[config.mk]
export PLATFORM = sky130hd
export DESIGN_NAME = multicycle_sequencer
export DESIGN_NICKNAME = d
export VERILOG_FILES = /design/src/rtl/multicycle_sequencer_pkg.sv /design/src/rtl/multicycle_sequencer_perf_counter.sv /design/src/rtl/multicycle_sequencer.sv
export SDC_FILE = /design/constraint.sdc
export NUM_CORES = 1
export LEC_CHECK = 0
export ABC_AREA = 1
export BUFFER_PORTS_ARGS = -buffer_cell sky130_fd_sc_hd__buf_2
export CAP_MARGIN = 20
export CORE_AREA = 2 2 39 41
export DETAILED_ROUTE_END_ITERATION = 7
export DIE_AREA = 0 0 41 43
export PLACE_DENSITY_LB_ADDON = 0.2
export SETUP_SLACK_MARGIN = 0.2
export SLEW_MARGIN = 40
export SYNTH_ARGS = -nofsm -noshare
export SYNTH_HDL_FRONTEND = slang
export SYNTH_HIERARCHICAL = 1
export SYNTH_SLANG_ARGS = --single-unit
[constraint.sdc]
create_clock -name clk -period 1 [get_ports clk]
set_input_delay 0.05 -clock clk [delete_from_list [all_inputs] [get_ports clk]]
set_output_delay 0.05 -clock clk [all_outputs]
set_load 0.005 [all_outputs]
[src/rtl/multicycle_sequencer_pkg.sv]
// Shared opcode map and sequencer state encoding for the little-computer core.
package multicycle_sequencer_pkg;

  localparam int OP_WIDTH    = 4;
  localparam int SEQ_STATE_W = 3;

  // R-type opcodes occupy 4'b00xx; everything not listed here executes as a NOP.
  localparam logic [OP_WIDTH-1:0] OP_ADDI = 4'h4;
  localparam logic [OP_WIDTH-1:0] OP_LW   = 4'h5;
  localparam logic [OP_WIDTH-1:0] OP_SW   = 4'h6;
  localparam logic [OP_WIDTH-1:0] OP_BEQ  = 4'h7;
  localparam logic [OP_WIDTH-1:0] OP_HALT = 4'hF;

  typedef enum logic [SEQ_STATE_W-1:0] {
    SEQ_FETCH  = 3'd0,
    SEQ_DECODE = 3'd1,
    SEQ_EXEC   = 3'd2,
    SEQ_MEM    = 3'd3,
    SEQ_WB     = 3'd4,
    SEQ_HALT   = 3'd5
  } seq_state_e;

endpackage

[src/rtl/multicycle_sequencer_perf_counter.sv]
// Cycle and retirement counters for the multicycle sequencer (SEQ_PERF_CNT_EN builds only).
module seq_perf_counter #(
  parameter int CNT_W = 32
) (
  input  logic             clk,
  input  logic             rst,
  input  logic             count_en,
  input  logic             retire,
  output logic [CNT_W-1:0] cycle_count,
  output logic [CNT_W-1:0] retired_count
);

  // Both counters wrap naturally at 2^CNT_W.
  always_ff @(posedge clk) begin
    if (rst) begin
      cycle_count   <= '0;
      retired_count <= '0;
    end else begin
      if (count_en) cycle_count   <= cycle_count + 1'b1;
      if (retire)   retired_count <= retired_count + 1'b1;
    end
  end

endmodule

[src/rtl/multicycle_sequencer.sv]
// Multicycle control FSM: FETCH/DECODE/EXEC/MEM/WB/HALT with a req/ack memory port.
// Define SEQ_PERF_CNT_EN to add the cycle_count / retired_count performance counters.
module multicycle_sequencer
  import multicycle_sequencer_pkg::*;
#(
  parameter int OP_W = OP_WIDTH
`ifdef SEQ_PERF_CNT_EN
  , parameter int CNT_W = 32
`endif
) (
  input  logic             clk,
  input  logic             rst,
  input  logic [OP_W-1:0]  op,
  input  logic             branch_taken,
  input  logic             mem_ack,
  output logic             mem_req,
  output logic             mem_we,
  output logic             mem_addr_sel,
  output logic             ir_load,
  output logic             pc_inc,
  output logic             pc_branch,
  output logic             rf_we,
  output logic             wb_sel,
  output logic             halted
`ifdef SEQ_PERF_CNT_EN
  , output logic [CNT_W-1:0] cycle_count
  , output logic [CNT_W-1:0] retired_count
`endif
);

  seq_state_e state, next_state;

  logic is_lw, is_sw, is_beq, is_addi, is_rtype, is_halt;

  assign is_lw    = (op == OP_W'(OP_LW));
  assign is_sw    = (op == OP_W'(OP_SW));
  assign is_beq   = (op == OP_W'(OP_BEQ));
  assign is_addi  = (op == OP_W'(OP_ADDI));
  assign is_halt  = (op == OP_W'(OP_HALT));
  assign is_rtype = (op[OP_W-1 -: 2] == 2'b00);

  // NOTE: sequential state uses non-blocking assignments so every flop samples pre-edge values.
  always_ff @(posedge clk) begin
    if (rst) state <= SEQ_FETCH;
    else     state <= next_state;
  end

  // NOTE: every output gets a default before the case, so no path can infer a latch.
  always_comb begin
    next_state   = state;
    mem_req      = 1'b0;
    mem_we       = 1'b0;
    mem_addr_sel = 1'b0;
    ir_load      = 1'b0;
    pc_inc       = 1'b0;
    pc_branch    = 1'b0;
    rf_we        = 1'b0;
    wb_sel       = 1'b0;
    halted       = 1'b0;
    // Reset forces all strobes low immediately, abandoning any open request.
    if (!rst) begin
      case (state)
        SEQ_FETCH: begin
          mem_req = 1'b1;
          if (mem_ack) begin
            ir_load    = 1'b1;
            next_state = SEQ_DECODE;
          end
        end
        SEQ_DECODE: next_state = is_halt ? SEQ_HALT : SEQ_EXEC;
        SEQ_EXEC: begin
          if (is_beq) begin
            pc_branch  = branch_taken;
            pc_inc     = !branch_taken;
            next_state = SEQ_FETCH;
          end else if (is_lw || is_sw) begin
            next_state = SEQ_MEM;
          end else if (is_rtype || is_addi) begin
            next_state = SEQ_WB;
          end else begin
            pc_inc     = 1'b1;
            next_state = SEQ_FETCH;
          end
        end
        SEQ_MEM: begin
          mem_req      = 1'b1;
          mem_addr_sel = 1'b1;
          mem_we       = is_sw;
          if (mem_ack) begin
            pc_inc     = is_sw;
            next_state = is_sw ? SEQ_FETCH : SEQ_WB;
          end
        end
        SEQ_WB: begin
          rf_we      = 1'b1;
          wb_sel     = is_lw;
          pc_inc     = 1'b1;
          next_state = SEQ_FETCH;
        end
        SEQ_HALT: halted = 1'b1;
        default:  next_state = SEQ_FETCH;
      endcase
    end
  end

`ifdef SEQ_PERF_CNT_EN
  // A HALT retires on its DECODE->HALT edge even though it never touches the PC.
  logic retire, count_en;
  assign retire   = pc_inc || pc_branch || (!rst && state == SEQ_DECODE && is_halt);
  assign count_en = !rst && state != SEQ_HALT;

  seq_perf_counter #(.CNT_W(CNT_W)) u_perf (
    .clk           (clk),
    .rst           (rst),
    .count_en      (count_en),
    .retire        (retire),
    .cycle_count   (cycle_count),
    .retired_count (retired_count)
  );
`endif

endmodule

* Word-level counts from Yosys, hierarchy flattened
Index checks and enable logic that the tools add are counted.
Word-level totals: register bits after elaboration 3, output and inout bits 9, word-level logic and storage cells 53
Cells by class: equal/unequal tests 12, mux-type cells 32, bitwise operators 1, reduce and logical (&&, ||, !) cells 7
Operators by type and width (number):
- $mux W1 | 23
- $mux W3 | 7
- $eq A4 B3 Y1 const B | 4
- $pmux W3 S5 | 1
- $eq A3 B2 Y1 const B | 2
- $eq A3 B3 Y1 const B | 2
- $eq A4 B4 Y1 const B | 1
- $ne A2 B2 Y1 const B | 2
- $eq A3 B1 Y1 const B | 1
- $logic_not A3 Y1 | 1
- $pmux W1 S3 | 1
- $reduce_and A3 Y1 | 1
- $logic_not A2 Y1 | 1
- $logic_or A1 B1 Y1 | 2
- $reduce_or A2 Y1 | 1
- $logic_not A1 Y1 | 1
- $not A1 Y1 | 1

* Longest topological paths before layout
Gate-level depths: netlist (run 1).
depth in word-level cells 7, gate-level depth with buffers 7

* Worst setup path after synthesis (run 1)
No wires, ideal clock.
path type register to register, start point register state[2], end point register state[2], arrival 0.797 ns, required time 0.888 ns, path slack 0.091 ns, stages on the path, launching flop included 8, buffers on the path 0, clock period less this slack 0.909 ns, cells stage by stage dfxtp_1 > inv_2 > nand3_2 > inv_2 > nand2_1 > nand3_1 > nand2_1 > nand2_1
On the way: word-level cells in the longest chain between the ends 3
Ends and longest elaborated chain:
- start: declaration | RTL line multicycle_sequencer.sv:31 | seq_state_e state, next_state;
- start signal: assignment | RTL line multicycle_sequencer.sv:45 | else state <= next_state;
- $eq A3 B2 Y1, or another cell as far along | RTL line multicycle_sequencer.sv:62 | case (state)
- $ne A2 B2 Y1 (no source line) / $not A1 Y1 (equally long branches)
- $reduce_and A3 Y1 (no source line)
Parallel ways exist; a longest one is shown, timed or not. A chain may end at the register's enable or synchronous reset.

* Worst setup path after layout (run 1)
start point register state[2], end point output port pc_inc
On the way: word-level cells in the longest chain between the ends 3
Ends and longest elaborated chain:
- $eq A3 B3 Y1 / $eq A3 B2 Y1 (equally long branches) | RTL line multicycle_sequencer.sv:62
- $pmux W1 S3 * | RTL line multicycle_sequencer.sv:62
- $mux W1 * | RTL line multicycle_sequencer.sv:61 | if (!rst) begin
- end: declaration | RTL line multicycle_sequencer.sv:20 | output logic pc_inc,
Mark *: on every way between the ends. The rest lies on a longest branch, timed or not.

==> run metrics, run 1 <==
status complete, but fails checks; failing checks negative setup slack; Post-Syn Area 370 um^2; max-cap violations 0; Min Hold Slack 125 ps; setup TNS -1480 ps; IR drop worst, VDD 0.565 mV; Most Frequent Cell on Critical Path nand2_1; CP delay by family, top simple AND/OR/NAND/NOR gates; post-DP HPWL 827 um; YS warnings 6; post-synthesis sequential area ratio 16.2%; RSZ-0062 raised after global routing yes; Root Driver clkbuf_4; CP max stage cell dfxtp_4; P_leak 0.348 nW; Clk pin slew, worst setup/hold paths 40 ps; fin cells 116; DR WL/cell 9.31 um; part of the cycle the worst path needs 119%; pwr/cell area 1180 mW/mm^2; cells along the critical path inv_4 > nand2_4 > nor2_4 > nand3_2 > nand2_1 > nand2_1 > nand2_1 > buf_2; largest cells by area after synthesis nand2_1, dfxtp_1, nand3_1; Residual DRC 0; #FFs+latches synth 3; H-Tree Depth 1; pre-CTS WS 2.71 ps; IO Pins 17; Final setup viols 12; Final ANT Viol Nets 0; worst path required time 950 ps; Core Rows 14; Biggest register state; dominant cell type by area after synthesis nand2_1; max FFs per register 3; GRT Overall Usage 15.3%; post-synth cell types 15; Die H 43 um; aggregate routed wire length 1.08 mm; RD Place Congestion 0.759; mean number of vias per cell 4.53; Core ar. 0.00138 mm^2; CP Launch Type register; chip width 41 um; layout cells sized above 1 50.0%; Peak Freq 840 MHz; worst-margin pin slew 238 ps; layout overhead on the synthesized area 70.6%; diode count 0; CP endpoint kind output pin; placed cell count 103; Hold Path Class in2reg; CTS sink cnt 3; most frequent cells in the layout nand2_1, buf_2, buf_4, inv_1, nand3_1; Initial Util 26.8%; Setup CP Type reg2out; Max Clock Skew 4.31 ps; Clock Tree Buf Depth 2; Fin. Hold Viols 0; Detailed Routing Iterations Pass 1 4; total grt overflow 0; Cells after Synth 71; first-pass GRT wire length 1.88 mm; CTS buffer count 3; # nets final 109; setup ws final -191 ps; post-synth top area share 24.3%; initial antenna violation count 0; TritonCTS clock tree done; average cell area after synthesis 5.22 um^2; clk_lat worst skew 240 ps; Slew Limit Fails 0; die footprint 0.00176 mm^2; PortBufs 16; post-route minimum period 1190 ps; Critical Path AT 1140 ps; commonest non-fill, non-tap cell in the layout nand2_1; Reg2Reg Setup Slack -100 ps; vias in the first global route 483; syn_nets 79; Detailed Route Iter0 Violations 15; Vias 526; CP bufs+invs 2; fillers 148; largest net degree at the start of global routing 8; crit-path max cell delay 340 ps; CP Max Fanout 3; Worst slew margin 84.0%; largest registers state: 3 flops
-- logic make-up (layout without fill, tap and decap cells) --
kind of cell           after synthesis  after routing  synth area share, %
buffers and inverters               12             41                 12.2
AND/OR/NAND/NOR                     51             51                 63.9
AO/OA/AOI/OAI                        5              5                 7.77
flip-flops                           3              3                 16.2
-- worst reg2reg max path: cells and delay by family, from the launching register on --
family                 cells  cell delay, ps
buffers and inverters      3             360
flip-flops                 1             340
AND/OR/NAND/NOR            4             260
AO/OA/AOI/OAI              1              50
-- cell usage after synthesis, drive strengths merged --
| cell type | instances |
|---|---|
| inv | 12 |
| nor3 | 4 |
| nand2 | 27 |
| o21ai | 3 |
| a21oi | 2 |
| dfxtp | 3 |
| nor4 | 1 |
| nand3 | 10 |
| nor2 | 9 |
-- cell type report --
class	count	area [um^2]	share of cell area, %
Inverter	12	47.5	7.52
Timing Repair Buffer	25	148	23.4
Multi-Input combinational cell	56	319	50.5
Tap cell	16	20.0	3.17
Sequential cell	3	71.3	11.3
Clock buffer	4	26.3	4.16
-- metal layers --
| metal | vias to the layer above | wire (um) | GRT usage (%) |
|---|---|---|---|
| li1 | 279 | - | - |
| met1 | 228 | 513 | 20.2 |
| met2 | 16 | 494 | 22.5 |
| met3 | 3 | 49 | 3.14 |
| met4 | 0 | 23 | 8.00 |
| met5 | - | 0 | 0 |
-- path summary, 6_finish.rpt --
check | start | end | cells after the start
min reg2reg | state[0]$_SDFFE_PP0P_ | state[1]$_SDFFE_PP0P_ | 5
min | mem_ack | state[0]$_SDFFE_PP0P_ | 4
max reg2reg | state[2]$_SDFFE_PP0P_ | state[2]$_SDFFE_PP0P_ | 8
max | state[2]$_SDFFE_PP0P_ | pc_inc | 8
-- per-stage QoR --
step | cell area, um^2 | util [%] | total power [mW]
finish | 632 | 45.7 | 0.744
global route | 632 | 45.7 | 0.804
CTS | 617 | 44.6 | 0.741
detailed placement | 487 | 35.2 | 0.431
global placement | 487 | 35.2 | 0.430
floorplan | 387 | - | 0.352
-- where the power goes --
| part | total [mW] | leakage, nW | switching [mW] | internal (mW) |
|---|---|---|---|---|
| logic | 0.326 | 0.306 | 0.181 | 0.145 |
| clock network | 0.221 | 0.0150 | 0.0705 | 0.150 |
| registers | 0.197 | 0.0267 | 0.0502 | 0.147 |
| total | 0.744 | 0.348 | 0.301 | 0.442 |
-- what timing repair did --
action,in CTS,in global routing
setup buffers,8,1
resized for setup,12,3
hold buffers,0,0
setup endpoints to repair,12,12
pin swaps,8,1
No activity file was read; power rests on OpenSTA's default activity.
==> run 2: changes to the inputs <==
Settings changed: ABC_AREA 1 to unset.
==> run metrics, run 2 <==
status complete, but fails checks; failing checks negative setup slack; mean number of vias per cell 4.97; IO Pins 17; Post-Syn Area 374 um^2; diode count 0; CP bufs+invs 1; Slew Limit Fails 0; initial antenna violation count 0; H-Tree Depth 1; Most used DFF post-synth dfxtp_1; most frequent cells in the layout buf_2, buf_4, nor2_1; clk_lat worst skew 240 ps; crit-path max cell delay 400 ps; CP endpoint kind output pin; CP Max Fanout 5; max FFs per register 3; CP delay by family, top simple AND/OR/NAND/NOR gates; top-count cell post-synth nor2_1; Worst slew margin 80.7%; Fin. Hold Viols 0; CP max stage cell or3b_4; Biggest register state; Final Cell Area 683 um^2; Max Clock Skew 8.91 ps; hold wc startpoint rst; Vias 492; Clock Tree Buf Depth 2; pwr/cell area 991 mW/mm^2; DR WL/cell 12.2 um; setup ws final -312 ps; layout overhead on the synthesized area 82.6%; commonest non-fill, non-tap cell in the layout buf_2; Root Driver clkbuf_4; Core Rows 14; max-cap violations 0; Hold Path Class in2reg; PortBufs 16; EDFF count, synth 0; largest registers state: 3 flops; Min Hold Slack 103 ps; GRT Overall Usage 16.4%; critical path startpoint state[0]$_SDFFE_PP0P_; cells along the critical path or3b_4 > nor4_4 > buf_2; Initial Util 27.0%; #FFs+latches synth 3; worst path required time 950 ps; top post-synthesis cells by count nor2_1, nand2_1, dfxtp_1, nor3_1, o21ai_1; Critical Path AT 1260 ps; YS warnings 6; first-pass GRT wire length 1.97 mm; dominant cell type by area after synthesis dfxtp_1; total grt overflow 0; Final ANT Viol Nets 0; IR drop worst, VDD 0.419 mV; Peak Freq 762 MHz; aggregate routed wire length 1.21 mm; vias in the first global route 474; setup TNS -2290 ps; pre-CTS WS -140 ps; TritonCTS clock tree done; P_leak 0.308 nW; RD Place Congestion 0.744; Detailed Route Iter0 Violations 12; Setup CP Type reg2out; CP Launch Type register; largest cells by area after synthesis dfxtp_1, nor2_1, nor3_1; ys async rst share 0%; cts hold-fix bufs 0; worst-margin pin slew 288 ps; CTS buffer count 3; Residual DRC 0; Detailed Routing Iterations Pass 1 4; Die H 43 um; Core ar. 0.00138 mm^2; layout cells sized above 1 61.4%; post-synthesis sequential area ratio 16.1%; post-synth top area share 16.1%; FF-to-FF Start state[0]$_SDFFE_PP0P_; Final setup viols 12; post-route minimum period 1310 ps; Tot Pwr 677 uW; die footprint 0.00176 mm^2; placed cell areas 567 um^2; syn_nets 59; post-synth cell types 33; part of the cycle the worst path needs 131%; average cell area after synthesis 7.34 um^2; fillers 133; CTS sink cnt 3; Cells after Synth 51; chip width 41 um; # nets final 92; RSZ-0062 raised after global routing yes; Clk pin slew, worst setup/hold paths 40 ps; largest net degree at the start of global routing 8
## run 2: cell count changes after synthesis, sizes merged, moves of 2 or more
cell	before	now
nand3	10	2
nor2	9	7
o211ai	0	2
inv	12	1
nand2	27	4
o21ai	3	5
nand2b	0	2
buf	0	2
nor2b	0	2
## run 2: per-layer routing
metal	routed length (um)	GRT usage (%)	up-vias
met1	488	20.0	224
met3	55	3.14	2
met2	655	26.9	14
met4	10	6.00	0
li1	-	-	252
met5	0	0	-
## run 2: kinds of logic after synthesis
family,Yosys count,synth area share [%]
simple gates,31,53.5
compound gates,13,22.1
flops,3,16.1
buf+inv,3,6.02
xor+xnor,1,2.34
## run 2: path summary, 6_finish.rpt
| kind | cells after the start | to | slack, ps |
|---|---|---|---|
| worst max-delay path | 3 | wb_sel | -310 |
| worst min-delay path | 2 | state[2]$_SDFFE_PP0P_ | 100 |
| worst max register to register | 5 | state[2]$_SDFFE_PP0P_ | -150 |
| worst min register to register | 2 | state[0]$_SDFFE_PP0P_ | 570 |
## run 2: where the power goes
part	internal (mW)	switching [mW]	total [mW]	leakage (nW)
registers	0.135	0.0198	0.154	0.0264
logic	0.156	0.140	0.296	0.267
clock network	0.150	0.0762	0.227	0.0150
total	0.441	0.236	0.677	0.308
## run 2: layout make-up
type / count / area, um^2 / share of cell area, %
Sequential cell: 3 / 68.8 / 10.1
Inverter: 1 / 6.26 / 0.916
Clock buffer: 4 / 26.3 / 3.85
Multi-Input combinational cell: 45 / 365 / 53.5
Timing Repair Buffer: 30 / 196 / 28.8
Tap cell: 16 / 20.0 / 2.93
## run 2: what timing repair did
item                                    CTS  global route
setup buffers                             1             2
resized for setup                        11             8
endpoints found under the setup margin   12            12
pin swaps                                 2             6
## run 2: worst register-to-register path, stage by stage, from the launching register on
cell,delay [ps]
dfxtp_4,350
buf_4,170
nand2b_4,90
nor2_1,50
nor4_1,270
a211oi_1,80
## run 2: metrics by stage
stage	cells	utilization, %
5_1_grt	99	49.4
6_report	99	49.4
2_1_floorplan	51	-
4_1_cts	97	45.9
3_3_place_gp	92	41.0
3_5_place_dp	92	41.0
